`config.mk`:
```
export PLATFORM = sky130hd
export DESIGN_NAME = polar_sequencer
export DESIGN_NICKNAME = d
export VERILOG_FILES = /design/src/rtl/polar_seq_pkg.sv /design/src/rtl/polar_dwell_regs.sv /design/src/rtl/polar_sequencer.sv
export SDC_FILE = /design/constraint.sdc
export NUM_CORES = 1
export LEC_CHECK = 0
export BUFFER_PORTS_ARGS = -buffer_cell sky130_fd_sc_hd__buf_2
export CAP_MARGIN = 0
export CORE_MARGIN = 2
export CORE_UTILIZATION = 55
export CTS_CLUSTER_SIZE = 16
export DETAILED_ROUTE_END_ITERATION = 12
export PLACE_DENSITY = 0.86
export SLEW_MARGIN = 5
export SYNTH_ARGS = -nofsm -noshare
export SYNTH_HDL_FRONTEND = slang
export SYNTH_HIERARCHICAL = 1
export SYNTH_SLANG_ARGS = --single-unit
```
`constraint.sdc`:
```
create_clock -name clk -period 4.7 [get_ports clk]
set_clock_uncertainty 0.2 [all_clocks]
set_input_delay 0.94 -clock clk [delete_from_list [all_inputs] [get_ports clk]]
set_output_delay 0.94 -clock clk [all_outputs]
set_load 0.05 [all_outputs]
```
`src/rtl/polar_seq_pkg.sv`:
```
// polar_seq_pkg: shared state encoding and default sizing for the polarization sequencer
package polar_seq_pkg;
  localparam int NCH_DEF = 4;
  localparam int CW_DEF = 2;
  localparam int TW_DEF = 16;
  typedef enum logic [1:0] {IDLE, LOAD, DWELL} state_t;
endpackage

```
`src/rtl/polar_dwell_regs.sv`:
```
// polar_dwell_regs: per-channel dwell registers with zero clamp and combinational read port
module polar_dwell_regs
  import polar_seq_pkg::*;
#(
  parameter int NCH = NCH_DEF,
  parameter int CW = CW_DEF,
  parameter int TW = TW_DEF
) (
  input  logic          clk,
  input  logic          rst,
  input  logic          i_we,
  input  logic [CW-1:0] i_waddr,
  input  logic [TW-1:0] i_wdata,
  input  logic [CW-1:0] i_raddr,
  output logic [TW-1:0] o_rdata
);
  logic [TW-1:0] r_dwell [NCH];
  always_ff @(posedge clk) begin
    if (rst) begin
      for (int i = 0; i < NCH; i++) r_dwell[i] <= TW'(1);
    end else if (i_we) begin
      r_dwell[i_waddr] <= (i_wdata == '0) ? TW'(1) : i_wdata;
    end
  end
  assign o_rdata = r_dwell[i_raddr];
endmodule

```
`src/rtl/polar_sequencer.sv`:
```
// polar_sequencer: steps through polarization channels, one LED at a time,
// running the external dwell timer for each channel.
module polar_sequencer
  import polar_seq_pkg::*;
#(
  parameter int NCH = NCH_DEF,
  parameter int CW = CW_DEF,
  parameter int TW = TW_DEF
) (
  input  logic           clk,
  input  logic           rst,
  input  logic           go,
  input  logic           stop,
  input  logic           loop,
  input  logic           cfg_we,
  input  logic [CW-1:0]  cfg_addr,
  input  logic [TW-1:0]  cfg_dwell,
  input  logic           tmr_timeout,
  output logic           tmr_start,
  output logic [TW-1:0]  tmr_setcount,
  output logic [NCH-1:0] led_sel,
  output logic [CW-1:0]  chan_idx,
  output logic           busy,
  output logic           frame_done,
  output logic [15:0]    frame_cnt
);
  state_t r_state, w_next;
  logic [CW-1:0] r_ch, w_ch;
  logic [TW-1:0] r_set, w_dwell;
  logic [NCH-1:0] r_led;
  logic [15:0] r_fcnt;
  logic r_start, r_busy, r_done, r_first, w_done, w_last;

  polar_dwell_regs #(.NCH(NCH), .CW(CW), .TW(TW)) u_regs (
    .clk    (clk),
    .rst    (rst),
    .i_we   (cfg_we),
    .i_waddr(cfg_addr),
    .i_wdata(cfg_dwell),
    .i_raddr(r_ch),
    .o_rdata(w_dwell)
  );

  assign w_last = r_ch == CW'(NCH - 1);

  always_comb begin
    w_next = r_state;
    w_ch = r_ch;
    w_done = 1'b0;
    case (r_state)
      IDLE: begin
        w_next = (go && !stop) ? LOAD : IDLE;
        w_ch = (go && !stop) ? '0 : r_ch;
      end
      LOAD: w_next = stop ? IDLE : DWELL;
      DWELL: begin
        // the first DWELL cycle masks timeouts left over from before the timer was restarted
        if (stop) begin
          w_next = IDLE;
        end else if (tmr_timeout && !r_first) begin
          w_done = w_last;
          w_next = (!w_last || loop) ? LOAD : IDLE;
          w_ch = !w_last ? r_ch + 1'b1 : (loop ? '0 : r_ch);
        end
      end
      default: w_next = IDLE;
    endcase
  end

  always_ff @(posedge clk) begin
    if (rst) begin
      r_state <= IDLE;
      r_ch <= '0;
      r_set <= TW'(1);
      r_led <= '0;
      r_start <= 1'b0;
      r_busy <= 1'b0;
      r_done <= 1'b0;
      r_first <= 1'b0;
      r_fcnt <= '0;
    end else begin
      r_state <= w_next;
      r_ch <= w_ch;
      r_set <= (r_state == LOAD) ? w_dwell : r_set;
      r_led <= (w_next == DWELL) ? {{(NCH-1){1'b0}}, 1'b1} << r_ch : '0;
      r_start <= w_next == DWELL;
      r_busy <= w_next != IDLE;
      r_done <= w_done;
      r_first <= r_state == LOAD;
      r_fcnt <= r_fcnt + 16'(w_done);
    end
  end

  assign tmr_start = r_start;
  assign tmr_setcount = r_set;
  assign led_sel = r_led;
  assign chan_idx = r_ch;
  assign busy = r_busy;
  assign frame_done = r_done;
  assign frame_cnt = r_fcnt;
endmodule

```
## Word-level counts from Yosys, hierarchy flattened

Memories as Yosys holds them, arrays and structs flattened. A register that Yosys moved wholly into a read port is not among the register bits.
Index checks and enable logic that the tools add are counted.

| storage, ports and cells | value |
|---|---|
| flip-flop bits (word level) | 28 |
| memory bits (writable) | 64 |
| input bits | 25 |
| memories kept | 1 |

| cells by class | value |
|---|---|
| $add $sub $neg | 2 |
| eq/ne operators | 8 |
| shift-type cells | 1 |
| mux-type cells | 24 |
| bitwise gates (word level) | 1 |
| reductions and logical operators | 13 |

Memories:

| memory | depth | width | read ports | clocked after Yosys merged registers in | wr ports | RTL line | RTL |
|---|---|---|---|---|---|---|---|
| u_regs.r_dwell | 4 | 16 | 1 | 1 | 4 | polar_dwell_regs.sv:17 | `logic [TW-1:0] r_dwell [NCH];` |

Operators by type and width:

| operator | number |
|---|---|
| $mux W16 | 2 |
| $mux W2 | 9 |
| $add A16 B1 Y16 | 1 |
| $logic_not A16 Y1 | 1 |
| $reduce_or A16 Y1 | 1 |
| $mux W1 | 11 |
| $eq A2 B2 Y1 const B | 3 |
| $ne A2 B2 Y1 const B | 3 |
| $pmux W2 S3 | 1 |
| $reduce_and A5 Y1 | 1 |
| $pmux W2 S2 | 1 |
| $reduce_bool A2 Y1 | 2 |
| $shl A1 B2 Y4 const A | 1 |
| $logic_not A1 Y1 | 3 |
| $ne A3 B3 Y1 const B | 1 |
| $add A2 B1 Y2 const B | 1 |
| $eq A2 B1 Y1 const B | 1 |
| $logic_and A1 B1 Y1 | 2 |
| $logic_not A2 Y1 | 1 |
| $reduce_or A2 Y1 | 1 |
| $logic_or A1 B1 Y1 | 1 |
| $not A1 Y1 | 1 |

## Longest topological paths before layout

Gate-level depths: netlist of the first run.

| logic depth | value |
|---|---|
| word-level depth | 10 |
| depth in mapped cells | 9 |

## Cells and area by module

The synthesis of the first run kept the hierarchy.

Modules (own cells, without submodules):

| module | instances | cells an instance | area an instance (µm²) | sequential area each (µm²) |
|---|---|---|---|---|
| polar_dwell_regs | 1 | 184 | 2748.9 | 1921.8 |
| polar_sequencer | 1 | 194 | 1734.2 | 880.8 |

## Worst setup path after synthesis of the first run

Ideal clock, no wire load.

| path | value |
|---|---|
| path type | input port to flip-flop |
| start | input stop |
| end | register r_fcnt[14], in the netlist frame_cnt[14] |
| data arrival time | 2.407 ns |
| slack | 1.958 ns |
| cell stages on the path | 8 |
| cells stage by stage | nand2b_1 nor3_1 ha_1 ha_1 and2_1 nand4_1 o311ai_0 o41ai_1 |

| on the way | value |
|---|---|
| cells in the longest elaborated chain, start to end | 3 |

Ends and longest elaborated chain:

| item | RTL line | RTL |
|---|---|---|
| from (decl) | polar_sequencer.sv:13 | `input logic stop,` |
| $mux W1 | polar_sequencer.sv:58 | `if (stop) begin` |
| $mux W1 | polar_sequencer.sv:50 | `case (r_state)` |
| named net w_done | polar_sequencer.sv:32 | `logic r_start, r_busy, r_done, r_first, w_done, w_last;` |
| $add A16 B1 Y16 | polar_sequencer.sv:90 | `r_fcnt <= r_fcnt + 16'(w_done);` |
| to (signal assigned) | polar_sequencer.sv:90 |  |
| to (decl) | polar_sequencer.sv:31 | `logic [15:0] r_fcnt;` |

The timed path passes the listed nets, and every way through them passes these cells.
A chain may end at the register's enable or synchronous reset.

==> impl_metrics.ini, run 1 <==
[clock_tree]
clk_pin_slew_ns = 0.10
clkLatencyLatePin_ns = 0.36
cts_htree_levels = 3
post_cts_resized = 0
clock_sinks = 108
clockRootBuffer = clkbuf_8
cts_setup_buffers = 0
clk_path_buf_depth = 2
cts_tree = yes
numCtsBuffers = 9
postCtsHoldBufs = 0

[critical_path]
ff2ff_setup_slack_ns = 1.86
arrival_ns = 3.10
path_class = in2reg
cp-start-kind = primary input
cp_data_required_time_ns = 4.49
crit_path_end_kind = flip-flop
crit_fanout = 17

[synth]
syn_inst = 378
async_reset_ff_share_pct = 0
synth-main-ff-cell = edfxtp_1
yosys.area.top_type_share_pct = 42.9
synth_top_area_cell = edfxtp_1
syn-num-nets = 407
synth_cell_type_count = 44
syn_avg_cell_area_um2 = 11.9
synth.area.top_cells = edfxtp_1 43%, dfxtp_1 20%, mux4_2 8.0%, nand2_1 4.8%, nor2_1 4.8%
ys_warn_count = 6
yosys_register_bits = 108
synth_commonest_cells = 64 x edfxtp_1, 57 x nand2_1, 57 x nor2_1
synth_edf_count = 64
synthMostInstantiatedCell = edfxtp_1
synth_area_um2 = 4480
ys_seq_area_share_pct = 62.5

[grt]
grt-ovfl-total = 0
track_usage_pct = 21.2
grt_pass1_vias = 2850
grt_max_degree = 43
grt_pass1_wl_um = 14100
antenna_found_initial = 0

[drt]
drt_pass1_iterations = 5
drcViolationCount = 0
avgViaCountPerCell = 5.55
postRouteAntennaNets = 0
wire_per_inst_um = 16.1
totalWireLength_um = 8800
drt_iter0_drc = 185
via_count = 3026

[placement]
dp_cells = 529
placed_area_um2 = 4860
portBuffers = 65
place.detailed.hpwl_um = 6270
gp_congestion = 0.817

[final_layout]
layout.nets = 467
area_growth_pct = 12.5
final_area_um2 = 5040
final_cells = 545
diodes = 0
fillers = 582
drive_gt1_share_pct = 24.8

[flow_run]
maxCapViolations = 0

[power_and_ir_drop]
p_leak_nw = 1.96
vdd_drop_max_v = 0.000171
finalPower_mw = 1.69
p_per_area_nw_per_um2 = 335

[sta]
worst_slew_pin_slew_ns = 1.03
min_period_ns = 3.30
min_period_over_period_pct = 70.3
hold_viol_final = 0
finalSetupViolCount = 0
rsz0062_at_grt = false
slew_viol_final = 0
setup_tns_ns = 0
fmax_ghz = 0.303
relSlewSlack_pct = 31.3

[worst_hold_path]
holdCritPathClass = reg2reg

[floorplan]
core-area_um2 = 7810
ios = 66
die_h_um = 94.3
start_util_pct = 57.4
die_area_um2 = 8890
fp-row-count = 32
die_x_um = 94.3

[status]
outcome = complete, no violations
==> cells by family after synthesis <==
logic type      count (synthesis)  share of synthesized area [%]
mux                            16                           8.04
compound gates                 33                           4.35
xor+xnor                        8                           1.56
buf+inv                        39                           3.85
flops                         108                           62.5
fa+ha+maj                       4                           1.12
simple gates                  170                           18.6
==> critical path, stage by stage <==
cell and delay [ns]:
buf_2 0.12, nor2b_1 0.81, nand3b_2 0.50, nand2b_1 0.72
==> area by class of cell <==
cell class	instances	area (um2)	area share, %
clock inverters	5	37.5	0.744
well taps	102	128	2.53
inverters	19	71.3	1.41
multi-input cells	231	1510	29.9
clock buffers	11	141	2.80
repair buffers	69	355	7.05
flip-flops and latches	108	2800	55.6
==> path summary, 6_finish.rpt <==
check / depth (start not counted) / endpoint / startpoint
setup / recovery: 4 / u_regs/r_dwell[1][13] / cfg_we
hold reg to reg: 2 / tmr_setcount[13] / tmr_setcount[13]
hold / removal: 2 / tmr_setcount[13] / tmr_setcount[13]
setup reg to reg: 10 / frame_cnt[14] / chan_idx[0]
==> through the flow <==
step | util (%) | setup WS (ns) | hold WS (ns)
floorplan | - | 1.96 | 0.303
global placement | 62.3 | 1.23 | 0.244
detailed placement | 62.3 | 1.07 | 0.249
CTS | 64.6 | 1.42 | 0.263
global route | 64.6 | 1.23 | 0.288
finish | 64.6 | 1.40 | 0.263
==> metal layers <==
layer / routed length (um) / vias to the layer above / share of wire, % / GRT usage [%]
met5: 0 / - / 0 / 0
met4: 94 / 0 / 1.1 / 5.31
met3: 608 / 10 / 6.9 / 5.38
met2: 4390 / 128 / 50 / 35.8
met1: 3710 / 1444 / 42 / 27.6
li1: - / 1444 / - / -
==> power breakdown <==
| group | internal (mW) | switching, mW | leakage [nW] |
|---|---|---|---|
| clock | 0.209 | 0.300 | 0.0811 |
| sequential | 1.05 | 0.0175 | 0.978 |
| combinational | 0.0372 | 0.0780 | 0.900 |
| total | 1.30 | 0.396 | 1.96 |
==> registers in the layout, summed over array words and instances, names as in the netlist, 2 cells and up <==
signal          count
u_regs/r_dwell     64
frame_cnt          16
tmr_setcount       16
led_sel             4
chan_idx            2
r_state             2
==> cell usage in the layout, fill, tap and decap left out, drive strengths merged, types with 5 or more instances in the layout <==
cell type and instances:
nor4 8, o21ai 6, nand4 5, nor2 57
a21oi 18, edfxtp 64, nand2b 9, nor3 5
nand2 57, xnor2 5, or3 7, buf 69
dfxtp 44, inv 20, clkbuf 11, nor2b 6
mux4 16
Power figures use the tool's default switching activity.
==> inputs of run 2 (changes only) <==
--- a/config.mk
+++ b/config.mk
@@ -5,13 +5,14 @@
 export SDC_FILE = /design/constraint.sdc
 export NUM_CORES = 1
 export LEC_CHECK = 0
+export ABC_AREA = 1
 export BUFFER_PORTS_ARGS = -buffer_cell sky130_fd_sc_hd__buf_2
 export CAP_MARGIN = 0
 export CORE_MARGIN = 2
-export CORE_UTILIZATION = 55
+export CORE_UTILIZATION = 51
 export CTS_CLUSTER_SIZE = 16
 export DETAILED_ROUTE_END_ITERATION = 12
-export PLACE_DENSITY = 0.86
+export PLACE_DENSITY = 0.84
 export SLEW_MARGIN = 5
 export SYNTH_ARGS = -nofsm -noshare
 export SYNTH_HDL_FRONTEND = slang
==> constraint.sdc (replaced) <==
create_clock -name clk -period 2.8 [get_ports clk]
set_clock_uncertainty 0.2 [all_clocks]
set_input_delay 0.56 -clock clk [delete_from_list [all_inputs] [get_ports clk]]
set_output_delay 0.56 -clock clk [all_outputs]
set_load 0.05 [all_outputs]
==> run 2 against run 1 <==
Count of clock-buffer cells in the layout unchanged. Critical path depth increased by 2. Cell area up 6.8%. Combinational power grew to 2.9 times the previous value. Sequential cell count stayed put. Die area increased by 13%. Final cell count increased by 28%. Area after synthesis increased by 5.7%. Non-clock buffer count rose by 5. Synthesized cell count rose by 36%. Via count rose by 22%. Highest routed layer unchanged.
==> impl_metrics.ini, run 2 <==
[critical_path]
arrival_ns = 2.35
path_class = reg2reg
cp_data_required_time_ns = 2.86
crit_path_end_kind = flip-flop
crit_fanout = 38
cp-start-kind = flip-flop

[grt]
grt_pass1_wl_um = 16800
track_usage_pct = 21.5
antenna_found_initial = 0
grt_max_degree = 39
grt-ovfl-total = 0
grt_pass1_vias = 3684

[final_layout]
area_growth_pct = 13.7
fillers = 779
final_area_um2 = 5390
ff_latch_area_um2 = 2800
largest_reg_flops = 64
mostFrequentLayoutCell = nor2_1
top_register = u_regs/r_dwell
final_cell_mix = 130 x nor2_1, 65 x buf_2, 64 x edfxtp_1, 57 x nand2_1, 51 x o21ai_0
multi_input_area_um2 = 1640
diodes = 0
drive_gt1_share_pct = 22.1
layout.nets = 609

[clock_tree]
postCtsHoldBufs = 0
clock_sinks = 108
cts_htree_levels = 3
numCtsBuffers = 9
clk_path_buf_depth = 2
cts_setup_buffers = 0
clkLatencyLatePin_ns = 0.36
cts_tree = yes
post_cts_resized = 0
clk_pin_slew_ns = 0.09
clockRootBuffer = clkbuf_8

[sta]
min_period_over_period_pct = 82.0
setup_tns_ns = 0
hold_viol_final = 0
rsz0062_at_grt = false
fmax_ghz = 0.435
slew_viol_final = 0
finalSetupViolCount = 0
min_period_ns = 2.30
relSlewSlack_pct = 37.7
worst_slew_pin_slew_ns = 0.934

[drt]
drt_iter0_drc = 223
drt_pass1_iterations = 4
via_count = 3700
wire_per_inst_um = 14.9
postRouteAntennaNets = 0
drcViolationCount = 0
avgViaCountPerCell = 5.32
totalWireLength_um = 10300

[synth]
async_reset_ff_share_pct = 0
synth_edf_count = 64
synth_top_area_cell = edfxtp_1
yosys_register_bits = 108
synth_cell_type_count = 31
syn_avg_cell_area_um2 = 9.24
yosys.area.top_type_share_pct = 40.6
synthMostInstantiatedCell = nor2_1
synth-main-ff-cell = edfxtp_1
ys_warn_count = 6
syn_inst = 513
synth_commonest_cells = 130 x nor2_1, 64 x edfxtp_1, 57 x nand2_1
ys_seq_area_share_pct = 59.1
synth.area.top_cells = edfxtp_1 41%, dfxtp_1 19%, nor2_1 10%, o21ai_0 5.5%, nand2_1 4.5%
synth_area_um2 = 4740
syn-num-nets = 542

[power_and_ir_drop]
internal_power_mw = 2.38
p_per_area_nw_per_um2 = 586
combPwrFrac_pct = 10.6
finalPower_mw = 3.16
p_leak_nw = 2.25
p_sw_share_pct = 24.7
p_seq_share_pct = 56.8
power_frac_clock_pct = 32.5
p_sw_uw = 779
vdd_drop_max_v = 0.000308

[floorplan]
die_h_um = 100
core-area_um2 = 9110
die_area_um2 = 10100
ios = 66
die_x_um = 100
fp-row-count = 35
start_util_pct = 52.0

[placement]
gp_congestion = 0.893
placed_area_um2 = 5170
portBuffers = 65
place.detailed.hpwl_um = 7100

[status]
outcome = complete, no violations

[flow_run]
maxCapViolations = 0

[worst_hold_path]
holdCritPathClass = in2reg
==> run 2: cell types whose count changed in the layout (fill, tap and decap cells not counted), sizes merged, moves of 13 or more <==
cell	change
o21ai	+46
mux4	-16
nor2	+100
inv	+33
o22ai	+16
nand3	+13
==> run 2: path summary, 6_finish.rpt <==
check	from	to	slack (ns)	cells past startpoint
max	chan_idx[0]	tmr_setcount[10]	0.50	6
min reg2reg	tmr_setcount[8]	tmr_setcount[8]	0.28	2
max reg2reg	chan_idx[0]	tmr_setcount[10]	0.50	6
min	stop	frame_done	0.21	2
==> run 2: final cells by class <==
| class | instances | share of cell area, % |
|---|---|---|
| Clock inverter | 5 | 1.39 |
| Sequential cell | 108 | 52.0 |
| Timing Repair Buffer | 74 | 7.29 |
| Tap cell | 111 | 2.58 |
| Clock buffer | 11 | 2.62 |
| Inverter | 53 | 3.69 |
| Multi-Input combinational cell | 334 | 30.4 |
==> run 2: power groups by stage <==
stage	registers, mW	clock network (mW)	logic, mW
global route	1.80	1.11	0.366
global placement	1.83	0	0.322
finish	1.79	1.03	0.335
floorplan	1.89	0	0.170
detailed placement	1.83	0	0.334
CTS	1.79	1.05	0.335
==> run 2: per-stage QoR <==
stage / cells / setup slack (ns) / utilization [%] / hold slack [ns]
floorplan: 513 / 0.153 / - / 0.375
global placement: 680 / 0.500 / 56.8 / 0.259
detailed placement: 680 / 0.386 / 56.8 / 0.266
CTS: 696 / 0.531 / 59.1 / 0.195
global route: 696 / 0.289 / 59.1 / 0.205
finish: 696 / 0.503 / 59.1 / 0.207
==> run 2: kinds of logic after synthesis <==
group | synth area share (%)
simple gates | 24.4
flops | 59.1
fa+ha+maj | 1.06
compound gates | 9.00
buf+inv | 6.42
==> run 2: critical path, stage by stage, from the launching register on <==
cell     delay, ns
dfxtp_1       0.36
buf_4         0.36
inv_1         0.51
o21ai_0       0.38
o22ai_1       0.12
o21ai_0       0.21
nor2_1        0.05
==> run 2: routing by layer <==
layer	routed length [um]	track usage, %
met1	4440	27.4
met2	5110	36.6
met3	639	4.25
met4	163	7.27
met5	0	0
